File: src/rtl/rtc_bus_pkg.sv
// rtl/rtc_bus_pkg.sv - shared state type, idle strobe levels and counter sizing for the RTC bus sequencer
package rtc_bus_pkg;

  typedef enum logic [2:0] {
    S_IDLE,
    S_A_STB,
    S_A_GAP,
    S_D_STB,
    S_D_GAP
  } state_e;

  localparam logic STB_IDLE = 1'b1;
  localparam logic AOD_IDLE = 1'b1;

  // Phase counter must hold the longer of the strobe and gap lengths minus one.
  function automatic int cnt_width(input int t_pulse, input int t_gap);
    int longest;
    longest = (t_pulse > t_gap) ? t_pulse : t_gap;
    return (longest < 1) ? 1 : $clog2(longest + 1);
  endfunction

endpackage

File: src/rtl/rtc_bus_arbiter.sv
// rtl/rtc_bus_arbiter.sv - fixed-priority or round-robin winner selection for the RTC bus requesters
module rtc_bus_arbiter #(
  parameter int N_CH    = 5,
  parameter int RR_MODE = 0
) (
  input  logic                    clk,
  input  logic                    rst,
  input  logic [N_CH-1:0]         req_i,
  input  logic                    upd_i,
  input  logic [$clog2(N_CH)-1:0] upd_idx_i,
  output logic                    gnt_vld_o,
  output logic [$clog2(N_CH)-1:0] gnt_idx_o
);

  localparam int IDX_W = $clog2(N_CH);

  logic [IDX_W-1:0] ptr_q;
  logic [IDX_W-1:0] ptr_d;

  // The pointer only moves when a transaction is acknowledged, never at grant time.
  assign ptr_d = upd_i ? upd_idx_i : ptr_q;

  always_ff @(posedge clk or posedge rst) begin
    if (rst) begin
      ptr_q <= IDX_W'(N_CH - 1);
    end else begin
      ptr_q <= ptr_d;
    end
  end

  always_comb begin : sel
    logic             found;
    logic [IDX_W-1:0] cand;
    found     = 1'b0;
    cand      = '0;
    gnt_vld_o = 1'b0;
    gnt_idx_o = '0;
    for (int k = 0; k < N_CH; k++) begin
      if (RR_MODE != 0) begin
        cand = IDX_W'((int'(ptr_q) + 1 + k) % N_CH);
      end else begin
        cand = IDX_W'(k);
      end
      if (!found && req_i[cand]) begin
        found     = 1'b1;
        gnt_vld_o = 1'b1;
        gnt_idx_o = cand;
      end
    end
  end

endmodule

File: src/rtl/rtc_bus_sequencer.sv
// rtl/rtc_bus_sequencer.sv - arbitrated two-phase master for the RTC multiplexed address/data bus
module rtc_bus_sequencer
  import rtc_bus_pkg::*;
#(
  parameter int N_CH    = 5,
  parameter int DATA_W  = 8,
  parameter int T_PULSE = 4,
  parameter int T_GAP   = 2,
  parameter int RR_MODE = 0
) (
  input  logic                     clk,
  input  logic                     Reset,
  input  logic [N_CH-1:0]          req,
  input  logic [N_CH-1:0]          we,
  input  logic [N_CH*DATA_W-1:0]   addr,
  input  logic [N_CH*DATA_W-1:0]   wdata,
  output logic [N_CH-1:0]          ack,
  output logic [DATA_W-1:0]        rdata,
  output logic                     busy,
  output logic [$clog2(N_CH)-1:0]  grant_id,
  output logic [DATA_W-1:0]        bus_out,
  output logic                     bus_oe,
  input  logic [DATA_W-1:0]        bus_in,
  output logic                     ChipSelect,
  output logic                     Read,
  output logic                     Write,
  output logic                     AoD
);

  localparam int IDX_W = $clog2(N_CH);
  localparam int CNT_W = cnt_width(T_PULSE, T_GAP);
  localparam logic [CNT_W-1:0] PULSE_LAST = CNT_W'(T_PULSE - 1);
  localparam logic [CNT_W-1:0] GAP_LAST   = CNT_W'(T_GAP - 1);

  state_e             state_q;
  logic [CNT_W-1:0]   cnt_q;
  logic               cs_q, rd_q, wr_q, aod_q, oe_q, busy_q, we_q;
  logic [DATA_W-1:0]  bus_q, rdata_q, wdata_q;
  logic [N_CH-1:0]    ack_q;
  logic [IDX_W-1:0]   gid_q;

  logic               gnt_vld;
  logic [IDX_W-1:0]   gnt_idx;
  logic [DATA_W-1:0]  sel_addr, sel_wdata;

  assign sel_addr  = addr[gnt_idx*DATA_W +: DATA_W];
  assign sel_wdata = wdata[gnt_idx*DATA_W +: DATA_W];

  rtc_bus_arbiter #(
    .N_CH    (N_CH),
    .RR_MODE (RR_MODE)
  ) u_arb (
    .clk       (clk),
    .rst       (Reset),
    .req_i     (req),
    .upd_i     (|ack_q),
    .upd_idx_i (gid_q),
    .gnt_vld_o (gnt_vld),
    .gnt_idx_o (gnt_idx)
  );

  // Outputs are set on the edge that enters each phase so every pin comes straight from a flop.
  always_ff @(posedge clk or posedge Reset) begin
    if (Reset) begin
      state_q <= S_IDLE;
      cnt_q   <= '0;
      cs_q    <= STB_IDLE;
      rd_q    <= STB_IDLE;
      wr_q    <= STB_IDLE;
      aod_q   <= AOD_IDLE;
      oe_q    <= 1'b0;
      bus_q   <= '0;
      rdata_q <= '0;
      ack_q   <= '0;
      busy_q  <= 1'b0;
      gid_q   <= '0;
      we_q    <= 1'b0;
      wdata_q <= '0;
    end else begin
      ack_q <= '0;
      case (state_q)
        S_IDLE: begin
          if (gnt_vld) begin
            state_q <= S_A_STB;
            cnt_q   <= PULSE_LAST;
            gid_q   <= gnt_idx;
            we_q    <= we[gnt_idx];
            wdata_q <= sel_wdata;
            bus_q   <= sel_addr;
            oe_q    <= 1'b1;
            cs_q    <= 1'b0;
            wr_q    <= 1'b0;
            aod_q   <= 1'b0;
            busy_q  <= 1'b1;
          end
        end
        S_A_STB: begin
          if (cnt_q == '0) begin
            state_q <= S_A_GAP;
            cnt_q   <= GAP_LAST;
            cs_q    <= 1'b1;
            wr_q    <= 1'b1;
          end else begin
            cnt_q <= cnt_q - 1'b1;
          end
        end
        S_A_GAP: begin
          if (cnt_q == '0) begin
            state_q <= S_D_STB;
            cnt_q   <= PULSE_LAST;
            cs_q    <= 1'b0;
            aod_q   <= 1'b1;
            if (we_q) begin
              wr_q  <= 1'b0;
              bus_q <= wdata_q;
            end else begin
              rd_q <= 1'b0;
              oe_q <= 1'b0;
            end
          end else begin
            cnt_q <= cnt_q - 1'b1;
          end
        end
        S_D_STB: begin
          if (cnt_q == '0) begin
            state_q <= S_D_GAP;
            cnt_q   <= GAP_LAST;
            cs_q    <= 1'b1;
            rd_q    <= 1'b1;
            wr_q    <= 1'b1;
            oe_q    <= we_q;
            if (!we_q) begin
              rdata_q <= bus_in;
            end
            if (T_GAP == 1) begin
              ack_q[gid_q] <= 1'b1;
            end
          end else begin
            cnt_q <= cnt_q - 1'b1;
          end
        end
        S_D_GAP: begin
          if (cnt_q == '0) begin
            state_q <= S_IDLE;
            busy_q  <= 1'b0;
            oe_q    <= 1'b0;
          end else begin
            cnt_q <= cnt_q - 1'b1;
            if (cnt_q == CNT_W'(1)) begin
              ack_q[gid_q] <= 1'b1;
            end
          end
        end
        default: state_q <= S_IDLE;
      endcase
    end
  end

  assign ack        = ack_q;
  assign rdata      = rdata_q;
  assign busy       = busy_q;
  assign grant_id   = gid_q;
  assign bus_out    = bus_q;
  assign bus_oe     = oe_q;
  assign ChipSelect = cs_q;
  assign Read       = rd_q;
  assign Write      = wr_q;
  assign AoD        = aod_q;

endmodule

File: config.mk
export PLATFORM = sky130hd
export DESIGN_NAME = rtc_bus_sequencer
export DESIGN_NICKNAME = d
export VERILOG_FILES = /design/src/rtl/rtc_bus_pkg.sv /design/src/rtl/rtc_bus_arbiter.sv /design/src/rtl/rtc_bus_sequencer.sv
export SDC_FILE = /design/constraint.sdc
export NUM_CORES = 1
export LEC_CHECK = 0
export CORE_MARGIN = 3
export CORE_UTILIZATION = 42
export DETAILED_ROUTE_END_ITERATION = 7
export PLACE_DENSITY = 0.82
export SYNTH_ARGS = -nofsm -noshare
export SYNTH_HDL_FRONTEND = slang
export SYNTH_SLANG_ARGS = --single-unit
File: constraint.sdc
create_clock -name clk -period 2.89 [get_ports clk]
set_clock_uncertainty 0.15 [all_clocks]
set_input_delay 0.289 -clock clk [delete_from_list [all_inputs] [get_ports clk]]
set_output_delay 0.289 -clock clk [all_outputs]
set_load 0.03 [all_outputs]
==> flow_summary.yaml, run 1 <==
min_path:
  hold_path.class: "reg2reg"
timing:
  slew_violations: 0
  setup_tns_ns: 0
  relSlewSlack_pct: 28.4
  period_share_pct: 82.5
  max_clock_freq_mhz: 419
  hold_viol_final: 0
  setup_viol: 0
  rsz0062_at_grt: "no"
  period_minus_slack_ns: 2.38
  tightest_slew_ns: 1.07
  holdWs_ns: 0.325
die:
  rows: 28
  dieArea_um2: 7590
  die_h_um: 87.1
  die_x_um: 87.1
  core_um2: 6130
  initial_core_util_pct: 45.1
  io_pins: 130
layout:
  final_nets: 535
  layoutNonFillerInstCount: 508
  ff_latch_area_um2: 1130
  multi_input_area_um2: 1510
  stdcell_area_um2: 4240
  layout-drive-gt1-share_pct: 10.9
  synthToLayoutAreaGrowth_pct: 53.6
  fillers: 503
  final_cell_mix: "129 x clkdlybuf4s50_1, 41 x nand2_1, 41 x dfrtp_1"
  final_common_cell: "clkdlybuf4s50_1"
  diodes: 0
logic_synthesis:
  avgSynthCellArea_um2: 9.09
  synth_cell_types: 46
  syn-instance-count: 304
  synth_edf_count: 0
  syn-num-nets: 407
  synth_top_area_share_pct: 37.1
  synth_flop_cell: "dfrtp_1"
  synth_seq_cells: 45
  async_flop_share_pct: 100
  ys_seq_area_share_pct: 40.9
  netlist_top_cells_area: "dfrtp_1 37%, mux4_2 7.3%, a21oi_1 6.0%, nand2_1 5.6%, o21ai_0 4.3%"
  synth_top_area_cell: "dfrtp_1"
  netlist_area_um2: 2760
  ys_warn_count: 0
critical_path:
  crit_type: "reg2reg"
  required_ns: 2.92
  critical_path_arrival_ns: 2.41
  critPathCaptureType: "flop"
  start_kind: "flop"
  crit_fanout: 8
drt:
  drc: 0
  post_drt_wl_per_cell_um: 15.3
  wl_um: 7760
  drt-initial-drc-count: 140
  drt-vias-per-instance: 5.57
  antenna_left: 0
  dr.pass1.iters: 5
  num_vias: 2831
grt:
  first_global_vias: 2712
  antenna_found_initial: 0
  grt_max_degree: 46
  grt_first_pass_wirelength_um: 12400
  gr-total-overflow: 0
  grt_usage_pct: 20.5
power_and_ir_drop:
  power.density_nw_per_um2: 766
  leakage_uw: 0.00174
  ir_worst_vdd_mv: 0.592
clock_tree:
  cts_tree: "done"
  cts_setup_buffers: 0
  clock_latency_ns: 0.29
  clockBufferDepth: 2
  clkSlewWorstSetupHoldPaths_ns: 0.07
  cts_resized: 0
  cts-htree-levels: 2
  hold_buffers: 0
  cts_buffers: 5
  cts_root_buf: "clkbuf_8"
  clkSinkCount: 45
placement:
  post_dp_cell_area_um2: 4160
  post-place-cells: 500
  gp_congestion: 0.849
  place_hpwl_um: 6260
  numPortBuffers: 129
flow_run:
  maxCapViolCount: 0
status:
  status: "finished, final reports clean"
==> critical path, cell delays in order, from the launching register on <==
cell and delay (ns):
dfrtp_1 0.40, inv_1 0.12, ha_1 0.20, and2b_2 0.23, nand2_1 0.17, or4_1 0.66, mux2_2 0.35
==> path summary, 6_finish.rpt <==
path                            cells after the start  slack (ns)          to  startpoint
worst max register to register                      6        0.51    rdata[4]    cnt_q[1]
min in group asynchronous                           2        0.36    cnt_q[0]       Reset
worst min-delay path                                2        0.32        Read        Read
max in group asynchronous                           2        1.69  bus_out[1]       Reset
worst min register to register                      2        0.32        Read        Read
worst max-delay path                                6        0.51    rdata[4]    cnt_q[1]
==> metal layers <==
layer	vias to the layer above	GRT usage, %	wire length [µm]
met5	-	0	0
met4	0	6.56	177
met3	14	3.03	540
met2	140	35.7	3870
met1	1319	26.0	3170
li1	1358	-	-
==> kinds of logic after synthesis <==
group,Yosys count,share of synthesized area [%]
compound gates,84,18.8
xor+xnor,1,0.317
fa+ha+maj,3,1.36
buf+inv,32,4.76
flops,45,40.9
mux,24,13.3
simple gates,115,20.5
==> synth_stat cells, types with 2 or more instances <==
cell	count
nor3_1	3
o21ai_0	24
o31ai_1	2
dfrtp_1	41
dfstp_2	4
mux2i_1	6
o211ai_1	3
inv_1	12
or3_1	2
buf_2	9
nor3_2	2
nand2_1	41
o21a_1	3
a21oi_1	33
a221o_1	6
mux4_2	9
nor4b_1	2
nand2b_1	10
nor2_1	24
mux2_2	8
a32o_1	2
nand4_1	7
a221oi_1	2
a22oi_1	2
ha_1	3
clkbuf_1	8
nand3_1	15
buf_1	3
==> cell type report <==
cell class / instances / area share [%]
clock buffers: 8 / 1.89
inverters: 12 / 1.06
multi-input cells: 227 / 35.6
flip-flops and latches: 45 / 26.7
well taps: 75 / 2.21
repair buffers: 141 / 32.6
==> report_power, final <==
group | total, µW | switching (µW) | internal (µW)
registers | 1130 | 218 | 917
logic | 1750 | 943 | 808
clock network | 362 | 191 | 172
total | 3250 | 1350 | 1900
==> per-stage QoR <==
step / power [µW] / util, % / worst slack [ns]
3_5_place_dp: 2890 / 67.9 / 0.225
2_1_floorplan: 2190 / - / 0.851
6_report: 3250 / 69.2 / 0.505
4_1_cts: 3260 / 69.2 / 0.522
3_3_place_gp: 2840 / 67.9 / 0.324
5_1_grt: 3460 / 69.2 / 0.248
==> registers in the layout, summed over array words and instances, names as in the netlist, 3 cells and up <==
| register | flops |
|---|---|
| bus_out | 8 |
| ack | 5 |
| state_q | 3 |
| grant_id | 3 |
| wdata_q | 8 |
| rdata | 8 |
| cnt_q | 3 |
Note: power is estimated with default switching activity, not from simulation.
==> inputs of run 2 (changes only) <==
CORE_UTILIZATION = 38   (was 42)
PLACE_DENSITY = 0.78   (was 0.82)
clock period = 2 ns   (was 2.89 ns; I/O delays follow)
==> run 2 against run 1 <==
Final area rose by 6.0%. Flip-flop and latch count did not move. Wire length up 9.0%. Setup slack worse by 0.46 ns. Total power up 54%. Global-route usage grew 0.31 points. Sequential power grew 39%. Combinational power rose by 61%.
==> flow_summary.yaml, run 2 (synthesized netlist as in run 1, its figures left out) <==
drt:
  num_vias: 2896
  post_drt_wl_per_cell_um: 15.4
  drt-initial-drc-count: 134
  antenna_left: 0
  dr.pass1.iters: 5
  drc: 0
  wl_um: 8460
  drt-vias-per-instance: 5.28
layout:
  ff_latch_area_um2: 1130
  fillers: 565
  synthToLayoutAreaGrowth_pct: 62.7
  final_util_pct: 65.1
  diodes: 0
  layout-drive-gt1-share_pct: 16.8
  final_cell_mix: "129 x clkdlybuf4s50_1, 41 x dfrtp_1, 40 x nand2_1"
  final_nets: 555
  multi_input_area_um2: 1530
  final_common_cell: "clkdlybuf4s50_1"
die:
  core_um2: 6910
  die_h_um: 91.3
  rows: 30
  io_pins: 130
  dieArea_um2: 8330
  initial_core_util_pct: 40.0
  die_x_um: 91.3
clock_tree:
  hold_buffers: 0
  clock_latency_ns: 0.29
  cts_tree: "done"
  clkSlewWorstSetupHoldPaths_ns: 0.08
  clockBufferDepth: 2
  cts_root_buf: "clkbuf_8"
  clkSinkCount: 45
  cts_setup_buffers: 0
  cts_buffers: 5
  cts-htree-levels: 2
power_and_ir_drop:
  leakage_uw: 0.00187
  power.density_nw_per_um2: 1110
  ir_worst_vdd_mv: 0.425
  p_total_uw: 5000
critical_path:
  critical_path_arrival_ns: 1.98
  path_cells: "clkdlybuf4s50_1 > or2_1 > nor4_4 > buf_4 > nor3_2 > o31a_1 > mux2_4"
  critPathCaptureType: "flop"
  critPathMaxStageDelay_ns: 0.44
  crit_path_top_delay_cell: "clkdlybuf4s50_1"
  crit_type: "in2reg"
  required_ns: 2.03
  start_kind: "input port"
  crit_fanout: 6
placement:
  place_hpwl_um: 6780
  pre_cts_ws_ns: -0.410
  gp_congestion: 0.837
  numPortBuffers: 129
min_path:
  hold_path.class: "in2async"
timing:
  slew_violations: 0
  holdWs_ns: 0.0294
  setup_tns_ns: 0
  relSlewSlack_pct: 56.3
  tightest_slew_ns: 0.655
  max_clock_freq_mhz: 513
  setup_viol: 0
  period_share_pct: 97.5
  setup_ws_ns: 0.0492
  hold_viol_final: 0
  rsz0062_at_grt: "yes"
  period_minus_slack_ns: 1.95
grt:
  first_global_vias: 2948
  top_usage_layer: "met2"
  grt_usage_pct: 20.8
  grt_max_degree: 31
  gr-total-overflow: 0
  use_met2_pct: 36.0
  antenna_found_initial: 0
  grt_use_met3_pct: 4.31
  grt_first_pass_wirelength_um: 14000
  met1_usage_pct: 26.3
flow_run:
  maxCapViolCount: 0
status:
  status: "finished, final reports clean"
==> run 2: cell types whose count changed in the layout (fill, tap and decap cells not counted), sizes merged <==
cell    change
buf        +20
clkbuf      -1
clkinv      +1
==> run 2: report_power, final <==
part / internal [µW] / switching (µW) / total (µW)
combinational: 1320 / 1500 / 2820
sequential: 1330 / 243 / 1570
clock: 312 / 296 / 608
total: 2960 / 2040 / 5000
==> run 2: final timing paths <==
check                              start       end  slack, ns  depth (start not counted)
worst max-delay path              req[1]    bus_oe       0.05                          7
worst min register to register      Read      Read       0.32                          2
min in group clk                    Read      Read       0.32                          2
max in group asynchronous          Reset       AoD       1.14                          3
worst max register to register  cnt_q[1]  rdata[2]       0.10                          6
worst min-delay path               Reset  rdata[0]       0.03                          2
==> run 2: metal layers <==
metal	share of wire (%)	routed length (µm)
met5	0	0
met4	2.0	165
met3	6.0	505
met2	50	4240
met1	42	3550
==> run 2: cell type report <==
cell class	count	area share, %
flip-flops and latches	45	25.2
well taps	96	2.67
clock buffers	7	2.14
inverters	12	1.00
multi-input cells	227	33.9
clock inverters	1	0.111
repair buffers	161	35.0
==> run 2: timing repair <==
action,CTS,global route
gates cloned,0,0
pin swaps,0,0
hold endpoints to repair,0,0
resized for setup,3,4
setup endpoints to repair,13,16
==> run 2: stage by stage <==
stage	instances	area, µm²
floorplan	304	2770
global placement	542	4390
detailed placement	542	4390
CTS	550	4500
global route	549	4500
finish	549	4500
==> run 2: worst max-delay path: cells and delay by family <==
kind | cells | cell delay (ns)
buffers and inverters | 2 | 0.65
and+or+nand+nor | 3 | 0.54
AOI/OAI and AO/OA | 1 | 0.30
muxes | 1 | 0.29
